**config.mk**
```make
export PLATFORM = sky130hd
export DESIGN_NAME = uart_param_transceiver_flat
export DESIGN_NICKNAME = d
export VERILOG_FILES = /design/src/rtl/uart_param_transceiver_if.sv /design/src/rtl/uart_param_transceiver.sv /design/src/flat_wrapper.sv
export SDC_FILE = /design/constraint.sdc
export NUM_CORES = 1
export LEC_CHECK = 0
export CAP_MARGIN = 15
export CORE_MARGIN = 10
export CORE_UTILIZATION = 55
export DETAILED_ROUTE_END_ITERATION = 10
export PLACE_DENSITY = 0.8
export RECOVER_POWER = 50
export SYNTH_ARGS = -nofsm -noshare
export SYNTH_HDL_FRONTEND = slang
export SYNTH_SLANG_ARGS = --single-unit
```
**constraint.sdc**
```tcl
create_clock -name Clock_100MHz -period 5.5 [get_ports Clock_100MHz]
set_input_delay 1.1 -clock Clock_100MHz [delete_from_list [all_inputs] [get_ports Clock_100MHz]]
set_output_delay 1.1 -clock Clock_100MHz [all_outputs]
set_load 0.01 [all_outputs]
```
**src/rtl/uart_param_transceiver_if.sv**
```systemverilog
// uart_param_transceiver_if: host-side transmit handshake and RX FIFO read port
interface uart_param_transceiver_if #(
   parameter int DATA_BITS  = 8,
   parameter int FIFO_DEPTH = 16
) ();
   logic [DATA_BITS-1:0]        TX_data;
   logic                        TX_valid;
   logic                        TX_ready;
   logic [DATA_BITS-1:0]        RX_data;
   logic                        RX_valid;
   logic                        RX_read;
   logic                        RX_parity_error;
   logic [$clog2(FIFO_DEPTH):0] RX_count;
   logic                        RX_frame_error;
   logic                        RX_overflow;
   modport slave (
      input  TX_data, TX_valid, RX_read,
      output TX_ready, RX_data, RX_valid, RX_parity_error, RX_count, RX_frame_error, RX_overflow
   );
   modport master (
      output TX_data, TX_valid, RX_read,
      input  TX_ready, RX_data, RX_valid, RX_parity_error, RX_count, RX_frame_error, RX_overflow
   );
endinterface

```
**src/rtl/uart_param_transceiver.sv**
```systemverilog
// uart_param_transceiver: parameterised UART transmitter and receiver with a first-word fall-through RX FIFO
module uart_param_transceiver #(
   parameter int CLK_HZ      = 100000000,
   parameter int BAUD        = 9600,
   parameter int DATA_BITS   = 8,
   parameter int PARITY_MODE = 0,
   parameter int STOP_BITS   = 1,
   parameter int FIFO_DEPTH  = 16
) (
   input  logic Clock_100MHz,
   input  logic Reset_n,
   input  logic TXD,
   output logic RXD,
   uart_param_transceiver_if.slave host
);
   localparam int DIV = CLK_HZ / (BAUD * 16);
   localparam int DW  = $clog2(DIV + 1);
   localparam int AW  = $clog2(FIFO_DEPTH);
   localparam int CW  = AW + 1;
   typedef enum logic [2:0] {IDLE, START, DATA, PARITY, STOP} state_t;
   logic [DW-1:0] div_q;
   logic tick;
   state_t ts_q, ts_d, rs_q, rs_d;
   logic [3:0] tsc_q, tsc_d, rsc_q, rsc_d;
   logic [2:0] tb_q, tb_d, rb_q, rb_d;
   logic [DATA_BITS-1:0] tsh_q, tsh_d, rsh_q, rsh_d;
   logic tpar_q, tpar_d, tpend_q, tpend_d, rperr_q, rperr_d;
   logic s1_q, s2_q, s3_q, fe_q, fe_d, ov_q, wr, push, pop, full, tend, rsmp, rend;
   logic [DATA_BITS:0] mem [FIFO_DEPTH];
   logic [AW-1:0] wp_q, rp_q;
   logic [CW-1:0] cnt_q;
   assign tick = div_q == DW'(DIV - 1);
   assign tend = tick && tsc_q == 4'd15;
   assign rsmp = tick && rsc_q == 4'd7;
   assign rend = tick && rsc_q == 4'd15;
   assign host.TX_ready = ts_q == IDLE && !tpend_q;
   assign RXD = ts_q == START ? 1'b0 : ts_q == DATA ? tsh_q[0] : ts_q == PARITY ? tpar_q : 1'b1;
   always_comb begin
      ts_d = ts_q;
      tsc_d = tick ? tsc_q + 4'd1 : tsc_q;
      tb_d = tb_q;
      tsh_d = tsh_q;
      tpar_d = tpar_q;
      tpend_d = tpend_q;
      case (ts_q)
         IDLE: begin
            tsc_d = '0;
            if (host.TX_valid && host.TX_ready) begin
               tpend_d = 1'b1;
               tsh_d = host.TX_data;
               tpar_d = ^host.TX_data ^ (PARITY_MODE == 2);
            end else if (tpend_q && tick) begin
               tpend_d = 1'b0;
               ts_d = START;
            end
         end
         START: if (tend) begin
            ts_d = DATA;
            tb_d = '0;
         end
         DATA: if (tend) begin
            tsh_d = tsh_q >> 1;
            tb_d = tb_q + 3'd1;
            if (tb_q == 3'(DATA_BITS - 1)) begin
               ts_d = PARITY_MODE != 0 ? PARITY : STOP;
               tb_d = '0;
            end
         end
         PARITY: if (tend) ts_d = STOP;
         STOP: if (tend) begin
            tb_d = tb_q + 3'd1;
            if (tb_q == 3'(STOP_BITS - 1)) ts_d = IDLE;
         end
         default: ts_d = IDLE;
      endcase
   end
   // the line is sampled at tick 8 of every bit; IDLE holds the tick counter at zero so bit timing starts at the edge
   always_comb begin
      rs_d = rs_q;
      rsc_d = tick ? rsc_q + 4'd1 : rsc_q;
      rb_d = rb_q;
      rsh_d = rsh_q;
      rperr_d = rperr_q;
      wr = 1'b0;
      fe_d = 1'b0;
      case (rs_q)
         IDLE: begin
            rsc_d = '0;
            rperr_d = 1'b0;
            if (s3_q && !s2_q) rs_d = START;
         end
         START: if (rsmp && s2_q) rs_d = IDLE;
            else if (rend) begin
               rs_d = DATA;
               rb_d = '0;
            end
         DATA: begin
            if (rsmp) rsh_d = {s2_q, rsh_q[DATA_BITS-1:1]};
            if (rend) begin
               rb_d = rb_q + 3'd1;
               if (rb_q == 3'(DATA_BITS - 1)) rs_d = PARITY_MODE != 0 ? PARITY : STOP;
            end
         end
         PARITY: begin
            if (rsmp) rperr_d = s2_q ^ (^rsh_q) ^ (PARITY_MODE == 2);
            if (rend) rs_d = STOP;
         end
         STOP: if (rsmp) begin
            rs_d = IDLE;
            wr = s2_q;
            fe_d = !s2_q;
         end
         default: rs_d = IDLE;
      endcase
   end
   assign full = cnt_q == CW'(FIFO_DEPTH);
   assign pop = host.RX_read && cnt_q != '0;
   assign push = wr && (!full || pop);
   assign host.RX_valid = cnt_q != '0;
   assign host.RX_data = host.RX_valid ? mem[rp_q][DATA_BITS-1:0] : '0;
   assign host.RX_parity_error = host.RX_valid && mem[rp_q][DATA_BITS];
   assign host.RX_count = cnt_q;
   assign host.RX_frame_error = fe_q;
   assign host.RX_overflow = ov_q;
   always_ff @(posedge Clock_100MHz)
      if (push) mem[wp_q] <= {rperr_q, rsh_q};
   // synchroniser resets low so a line already low at release never looks like a falling edge
   always_ff @(posedge Clock_100MHz or negedge Reset_n)
      if (!Reset_n) begin
         div_q <= '0;
         ts_q <= IDLE;
         tsc_q <= '0;
         tb_q <= '0;
         tsh_q <= '0;
         tpar_q <= 1'b0;
         tpend_q <= 1'b0;
         rs_q <= IDLE;
         rsc_q <= '0;
         rb_q <= '0;
         rsh_q <= '0;
         rperr_q <= 1'b0;
         s1_q <= 1'b0;
         s2_q <= 1'b0;
         s3_q <= 1'b0;
         fe_q <= 1'b0;
         ov_q <= 1'b0;
         wp_q <= '0;
         rp_q <= '0;
         cnt_q <= '0;
      end else begin
         div_q <= tick ? '0 : div_q + 1'b1;
         ts_q <= ts_d;
         tsc_q <= tsc_d;
         tb_q <= tb_d;
         tsh_q <= tsh_d;
         tpar_q <= tpar_d;
         tpend_q <= tpend_d;
         rs_q <= rs_d;
         rsc_q <= rsc_d;
         rb_q <= rb_d;
         rsh_q <= rsh_d;
         rperr_q <= rperr_d;
         s1_q <= TXD;
         s2_q <= s1_q;
         s3_q <= s2_q;
         fe_q <= fe_d;
         ov_q <= wr && full && !pop;
         wp_q <= wp_q + AW'(push);
         rp_q <= rp_q + AW'(pop);
         cnt_q <= cnt_q + CW'(push) - CW'(pop);
      end
endmodule

```
**src/flat_wrapper.sv**
```systemverilog
// flat-port wrapper written by rule: the top's interface ports become plain ports
module uart_param_transceiver_flat 
#(
   parameter int CLK_HZ      = 100000000,
   parameter int BAUD        = 9600,
   parameter int DATA_BITS   = 8,
   parameter int PARITY_MODE = 0,
   parameter int STOP_BITS   = 1,
   parameter int FIFO_DEPTH  = 16
)
  (Clock_100MHz, Reset_n, TXD, RXD, host_TX_data, host_TX_valid, host_RX_read, host_TX_ready, host_RX_data, host_RX_valid, host_RX_parity_error, host_RX_count, host_RX_frame_error, host_RX_overflow);
  uart_param_transceiver_if #(.DATA_BITS(DATA_BITS), .FIFO_DEPTH(FIFO_DEPTH)) host_i ();
  input  logic Clock_100MHz;
  input  logic Reset_n;
  input  logic TXD;
  output logic RXD;
  input wire logic [$bits(host_i.TX_data)-1:0] host_TX_data;
  input wire logic [$bits(host_i.TX_valid)-1:0] host_TX_valid;
  input wire logic [$bits(host_i.RX_read)-1:0] host_RX_read;
  output wire logic [$bits(host_i.TX_ready)-1:0] host_TX_ready;
  output wire logic [$bits(host_i.RX_data)-1:0] host_RX_data;
  output wire logic [$bits(host_i.RX_valid)-1:0] host_RX_valid;
  output wire logic [$bits(host_i.RX_parity_error)-1:0] host_RX_parity_error;
  output wire logic [$bits(host_i.RX_count)-1:0] host_RX_count;
  output wire logic [$bits(host_i.RX_frame_error)-1:0] host_RX_frame_error;
  output wire logic [$bits(host_i.RX_overflow)-1:0] host_RX_overflow;
  assign host_i.TX_data = host_TX_data;
  assign host_i.TX_valid = host_TX_valid;
  assign host_i.RX_read = host_RX_read;
  assign host_TX_ready = host_i.TX_ready;
  assign host_RX_data = host_i.RX_data;
  assign host_RX_valid = host_i.RX_valid;
  assign host_RX_parity_error = host_i.RX_parity_error;
  assign host_RX_count = host_i.RX_count;
  assign host_RX_frame_error = host_i.RX_frame_error;
  assign host_RX_overflow = host_i.RX_overflow;
  uart_param_transceiver #(.CLK_HZ(CLK_HZ), .BAUD(BAUD), .DATA_BITS(DATA_BITS), .PARITY_MODE(PARITY_MODE), .STOP_BITS(STOP_BITS), .FIFO_DEPTH(FIFO_DEPTH)) u_core (.Clock_100MHz(Clock_100MHz), .Reset_n(Reset_n), .TXD(TXD), .RXD(RXD), .host(host_i));
endmodule
```
; Word-level counts from Yosys, hierarchy flattened
; Memories as Yosys holds them, arrays and structs flattened.
; Index checks and enable logic that the tools add are counted.
[op_classes]
n_addsub = 9
n_eq_ne = 33
mux = 48
bitwise = 1
reduce_logical = 40
[ops]
columns = op, count
row1 = $mux W3, 22
row2 = $pmux W3 S5, 2
row3 = $mux W8, 3
row4 = $ne A2 B1 Y1 const B, 12
row5 = $mux W4, 4
row6 = $pmux W8 S2, 1
row7 = $reduce_xor A8 Y1, 2
row8 = $logic_and A1 B1 Y1, 13
row9 = $eq A3 B2 Y1 const B, 4
row10 = $eq A3 B3 Y1 const B, 4
row11 = $mux W1, 12
row12 = $reduce_bool A2 Y1, 6
row13 = $add A10 B1 Y10 const B, 1
row14 = $eq A10 B10 Y1 const B, 1
row15 = $mux W10, 1
row16 = $ne A2 B2 Y1 const B, 5
row17 = $logic_not A3 Y1, 3
row18 = $pmux W3 S3, 1
row19 = $add A4 B1 Y4, 2
row20 = $add A4 B1 Y4 const B, 2
row21 = $eq A4 B4 Y1 const B, 2
row22 = $reduce_and A2 Y1, 4
row23 = $reduce_and A4 Y1, 2
row24 = $reduce_and A8 Y1, 1
row25 = other kinds (16), 21
[word_totals]
register_bits = 67
ramBits = 144
wordCells = 152
n_memories = 1
[memory_table]
columns = memory, words, width, read_ports, rd_clocked_by_memory_dff, wr, line
row1 = u_core.mem, 16, 9, 1, 0, 1, uart_param_transceiver.sv:29  ; logic [DATA_BITS:0] mem [FIFO_DEPTH];

; Logic depth before layout (Yosys ltp)
[depth]
ltp_word = 7
mapped_depth = 15
mapped_depth_nobuf = 15

; Least setup slack after synthesis
; OpenSTA, ideal clock, no wires.
[synth_path]
path_kind = register -> output
startpoint = reg u_core.rp_q[0]
endpoint = out host_RX_data[0]
t_arrival_ns = 1.955
setup_slack_ns = 2.445
stages_incl_launch_ff = 6
path_cell_list = dfrtp_1 > clkbuf_1 > buf_2 > mux4_2 > mux4_2 > and2_1
[synth_via]
elab_chain_cells = 2
[synth_lines]
columns = element, line
row1 = start: declaration, uart_param_transceiver.sv:30  ; logic [AW-1:0] wp_q, rp_q;
row2 = start signal: assignment, uart_param_transceiver.sv:169  ; rp_q <= rp_q + AW'(pop);
row3 = $mem_v2 Z16 W9, n/a
row4 = $mux W8, uart_param_transceiver.sv:120  ; assign host.RX_data = host.RX_valid ? mem[rp_q][DATA_BITS-1:0] : '0;
row5 = end: declaration, flat_wrapper.sv:21  ; output wire logic [$bits(host_i.RX_data)-1:0] host_RX_data;
; Every way passes these cells.

; Worst setup path in the final report
[layout_path]
startpoint = reg u_core.rp_q[1]
endpoint = out host_RX_data[5]
; The elaborated chain is that of the path after synthesis.

==> flow_summary.rst <==
.. list-table::
   :header-rows: 1

   * - Metric
     - Value
   * - Run status
     - finished, violations left
   * - Violated checks
     - capacitance limit, slew limit
   * - Final-report setup violation count
     - 0
   * - Cell depth of the worst flop-to-flop path
     - 5
   * - Total congestion overflow
     - 0
   * - Met1 GRT Util
     - 0.2098
   * - Clock latency on the worst-skew pair
     - 0.49 ns
   * - Router iterations before antenna repair
     - 5
   * - Die width
     - 148.3 um
   * - Normalized max-slew margin
     - -1.406
   * - Maximum Capacitance Violations
     - 1
   * - Buffers inserted during post-CTS setup optimization
     - 0
   * - Core footprint
     - 0.01600 sq mm
   * - Maximum count of clock buffers along a single path
     - 3
   * - Synthesized Nets
     - 612
   * - Unrepaired setup endpoints after global routing
     - false
   * - Cell count after synthesis
     - 579
   * - Final Critical Period
     - 4.481 ns
   * - Fraction of layout cells with a size suffix above 1
     - 0.1503
   * - Top cells by area, synth
     - sky130_fd_sc_hd__edfxtp_1 48%, sky130_fd_sc_hd__dfrtp_1 19%, sky130_fd_sc_hd__mux4_2 9.7%
   * - Share of synthesized registers carrying an async set or reset
     - 0.3175
   * - Pin count of the biggest net entering global routing
     - 68
   * - Prevailing post-synth register cell
     - sky130_fd_sc_hd__edfxtp_1
   * - Final weighted congestion in routability-driven placement
     - 0.8327
   * - Most prevalent standard cell on the critical path
     - sky130_fd_sc_hd__mux4_2
   * - Hold_ws
     - 0.3613 ns
   * - Net count of the finished layout
     - 649
   * - Synth warn
     - 0
   * - Via count of the first global-routing pass
     - 5,163
   * - Overall die height
     - 148.3 um
   * - Avg Cell Area, Syn
     - 15.64 sq um
   * - Part of the cycle the worst path needs
     - 0.8148
   * - Count of antenna-violating nets left after detailed routing
     - 0
   * - Timing-limited maximum frequency
     - 0.2231 GHz
   * - Final wirelength
     - 17,640 um
   * - Antenna violations before repair
     - 0
   * - Worst supply voltage drop on vdd
     - 0.2334 mV
   * - Area used by multi-input combinational logic
     - 0.002884 sq mm
   * - Wire length of the first global-routing pass
     - 28,640 um
   * - Commonest cells in the netlist
     - 144 x sky130_fd_sc_hd__edfxtp_1, 67 x sky130_fd_sc_hd__dfrtp_1, 48 x sky130_fd_sc_hd__nor2_1
   * - Kind of start point of the critical path
     - flop
   * - Number of buffers created by CTS
     - 22
   * - Data required time of the worst path
     - 4.40 ns
   * - Average routed wire per standard cell
     - 20.80 um
   * - Buf/Inv on CP
     - 2
   * - Via count of the routed design
     - 4,955
   * - DRC violations left
     - 0
   * - Clock sink count
     - 211
   * - Layout Skew
     - 0.01302 ns
   * - Worst-path clk slew
     - 0.06 ns
   * - Setup slack of the worst register-to-register path
     - 2.27 ns
   * - Cell Pwr Density
     - 375.8 mW/mm^2
   * - GRT Overall Usage
     - 0.1647
   * - Number of top-level pins
     - 32
   * - Leak
     - 0.004072 uW
   * - Highest fanout seen on the critical path
     - 25
   * - Worst R2R End
     - u_core.mem[7][3]$_DFFE_PP_
   * - Number of DRC violations after detailed-routing iteration 0
     - 509
   * - H-tree depth
     - 1
   * - Register bit count reported by yosys
     - 211
   * - Post-detailed-route via-to-cell ratio
     - 5.843
   * - # diodes
     - 0
   * - Worst hold path depth
     - 0
   * - Crit path max-delay cell type
     - sky130_fd_sc_hd__dfrtp_1
   * - Cell area after technology mapping
     - 0.009054 sq mm
   * - Area added between synthesis and finish
     - 13.27%
   * - Slowest Stage Delay on Critical Path
     - 1.04 ns
   * - GR peak layer
     - met2
   * - Number of port buffers
     - 31
   * - Final hold viol count
     - 0
   * - Reg-to-reg startpoint
     - u_core.div_q[5]$_DFF_PN0_
   * - WP data arrival
     - 3.38 ns
   * - Library cell with the highest instance count after synthesis
     - sky130_fd_sc_hd__edfxtp_1
   * - Number of enable-type register cells in the synthesized netlist
     - 144
   * - Post-detail-place hpwl
     - 11,250 um
   * - CP endpoint kind
     - output pin
   * - GR Layer Usage met2
     - 0.2823
   * - Worst Hold Launch
     - u_core.s1_q$_DFF_PN0_
   * - Area of the die
     - 0.02199 sq mm
   * - Initial core utilization
     - 0.5658
   * - Cell Chain, Critical Path
     - buf_4 > mux4_2 > mux4_2 > and2_1 > clkdlybuf4s50_1
   * - Final slew viol count
     - 68
   * - TritonCTS clock tree
     - yes
   * - CTS Hold Buffers Added
     - 0
   * - Count of filler cells inserted in the layout
     - 1,118
   * - Area share of the largest cell type after synthesis
     - 0.4776
   * - Reg area
     - 0.006002 sq mm
   * - HP Class
     - flop to flop
   * - Resized Gates After CTS
     - 0
   * - Worst min-delay path endpoint
     - u_core.s2_q$_DFF_PN0_
   * - Final Total Pwr
     - 3854 uW
   * - Top Family by Delay on Critical Path
     - flip-flops
   * - Slew at the pin with the worst max-slew slack
     - 3.608 ns
   * - Cell accounting for the most synthesized area
     - sky130_fd_sc_hd__edfxtp_1
   * - Share of synthesized area occupied by flip-flops and latches
     - 0.6628
   * - Met3 routing resource usage after global routing
     - 0.02579
   * - Sum of negative setup slack
     - 0 ns
   * - Clock tree root driver cell
     - sky130_fd_sc_hd__clkbuf_16
   * - Synth unique cells
     - 58
   * - Standard-cell rows
     - 46
   * - Critical setup path kind
     - flop to output pin
metrics by stage:
| step | setup slack, ns | util | cells | cell area, sq um |
|---|---|---|---|---|
| after detailed placement | 1.471 | 0.5990 | 808 | 9584 |
| after global routing | 0.5317 | 0.6409 | 848 | 10250 |
| after CTS | 0.9467 | 0.6415 | 848 | 10260 |
| after global placement | 1.534 | 0.5985 | 807 | 9577 |
| final | 1.019 | 0.6409 | 848 | 10250 |
| after floorplan | 2.445 | - | 579 | 9054 |
worst max path at each step:
stage / start / end / depth (start not counted)
final: u_core.rp_q[1]$_DFF_PN0_ / host_RX_data[5] / 5
after detailed placement: u_core.rp_q[1]$_DFF_PN0_ / host_RX_data[4] / 5
after CTS: u_core.rp_q[1]$_DFF_PN0_ / host_RX_data[5] / 5
after global placement: u_core.rp_q[1]$_DFF_PN0_ / host_RX_data[5] / 5
after global routing: Reset_n / u_core.rp_q[0]$_DFF_PN0_ / 2
after floorplan: u_core.rp_q[0]$_DFF_PN0_ / host_RX_data[0] / 5
cell type report:
type | count | area share
Clock inverter | 14 | 0.009151
Sequential cell | 211 | 0.5853
Timing Repair Buffer | 37 | 0.03380
Inverter | 19 | 0.006955
Multi-Input combinational cell | 325 | 0.2812
Clock buffer | 26 | 0.05722
Tap cell | 216 | 0.02635
cell families after synthesis:
kind of cell | share of synthesized area
buffers and inverters | 0.02018
adders and majority gates | 0.02957
and+or+nand+nor | 0.08181
AOI/OAI and AO/OA | 0.04049
xor gates and xnor gates | 0.03579
muxes | 0.1294
DFF | 0.6628
cells in the final DEF, fill, tap and decap left out, types with 3 or more instances in the layout:
cell	netlist	layout
sky130_fd_sc_hd__dfrtp_1	67	66
sky130_fd_sc_hd__nand3b_1	3	3
sky130_fd_sc_hd__nand4_1	3	4
sky130_fd_sc_hd__edfxtp_1	144	144
sky130_fd_sc_hd__clkdlybuf4s50_1	0	28
sky130_fd_sc_hd__mux4_2	39	39
sky130_fd_sc_hd__a22oi_1	3	3
sky130_fd_sc_hd__clkinv_1	0	8
sky130_fd_sc_hd__a211oi_1	4	4
sky130_fd_sc_hd__nor2b_1	3	3
sky130_fd_sc_hd__clkbuf_1	13	4
sky130_fd_sc_hd__ha_1	19	19
sky130_fd_sc_hd__inv_1	18	18
sky130_fd_sc_hd__xor2_1	10	10
sky130_fd_sc_hd__nand2b_1	6	6
sky130_fd_sc_hd__a21oi_1	8	8
sky130_fd_sc_hd__o21ai_0	14	14
sky130_fd_sc_hd__nor3_1	11	7
sky130_fd_sc_hd__clkbuf_16	0	23
sky130_fd_sc_hd__nor2_1	48	48
sky130_fd_sc_hd__xnor2_1	27	27
sky130_fd_sc_hd__o221ai_1	5	5
sky130_fd_sc_hd__nor3_2	0	4
sky130_fd_sc_hd__mux2_4	8	8
sky130_fd_sc_hd__nand3_1	13	13
sky130_fd_sc_hd__mux2i_1	15	15
sky130_fd_sc_hd__buf_4	2	5
sky130_fd_sc_hd__o21a_1	3	3
sky130_fd_sc_hd__o22ai_1	4	4
sky130_fd_sc_hd__nand2_1	34	34
sky130_fd_sc_hd__and3_1	5	5
sky130_fd_sc_hd__and2_1	8	8
report_power, final:
| part | total [uW] | switching (uW) | internal (uW) |
|---|---|---|---|
| clock | 1380 | 571 | 808 |
| combinational | 562 | 252 | 310 |
| sequential | 1910 | 184 | 1730 |
| total | 3850 | 1010 | 2850 |
metal layers:
layer / vias up / routed length [um]
li1: 2262 / -
met1: 2514 / 7170
met2: 147 / 9088
met3: 32 / 937
met4: 0 / 442
met5: - / 0
registers in the layout, indices dropped and copies added, names as in the netlist:
name                        count
u_core.tsc_q                    4
u_core.div_q                   10
u_core.mem                    144
u_core.s3_q                     1
u_core.s2_q                     1
u_core.tpend_q                  1
u_core.rs_q                     3
u_core.tpar_q                   1
u_core.host.RX_overflow         1
u_core.tb_q                     3
u_core.s1_q                     1
u_core.rb_q                     3
u_core.host.RX_count            5
u_core.rsc_q                    4
u_core.rp_q                     4
u_core.rsh_q                    8
u_core.rperr_q                  1
u_core.tsh_q                    8
u_core.wp_q                     4
u_core.ts_q                     3
u_core.host.RX_frame_error      1
Power figures use the tool's default switching activity.
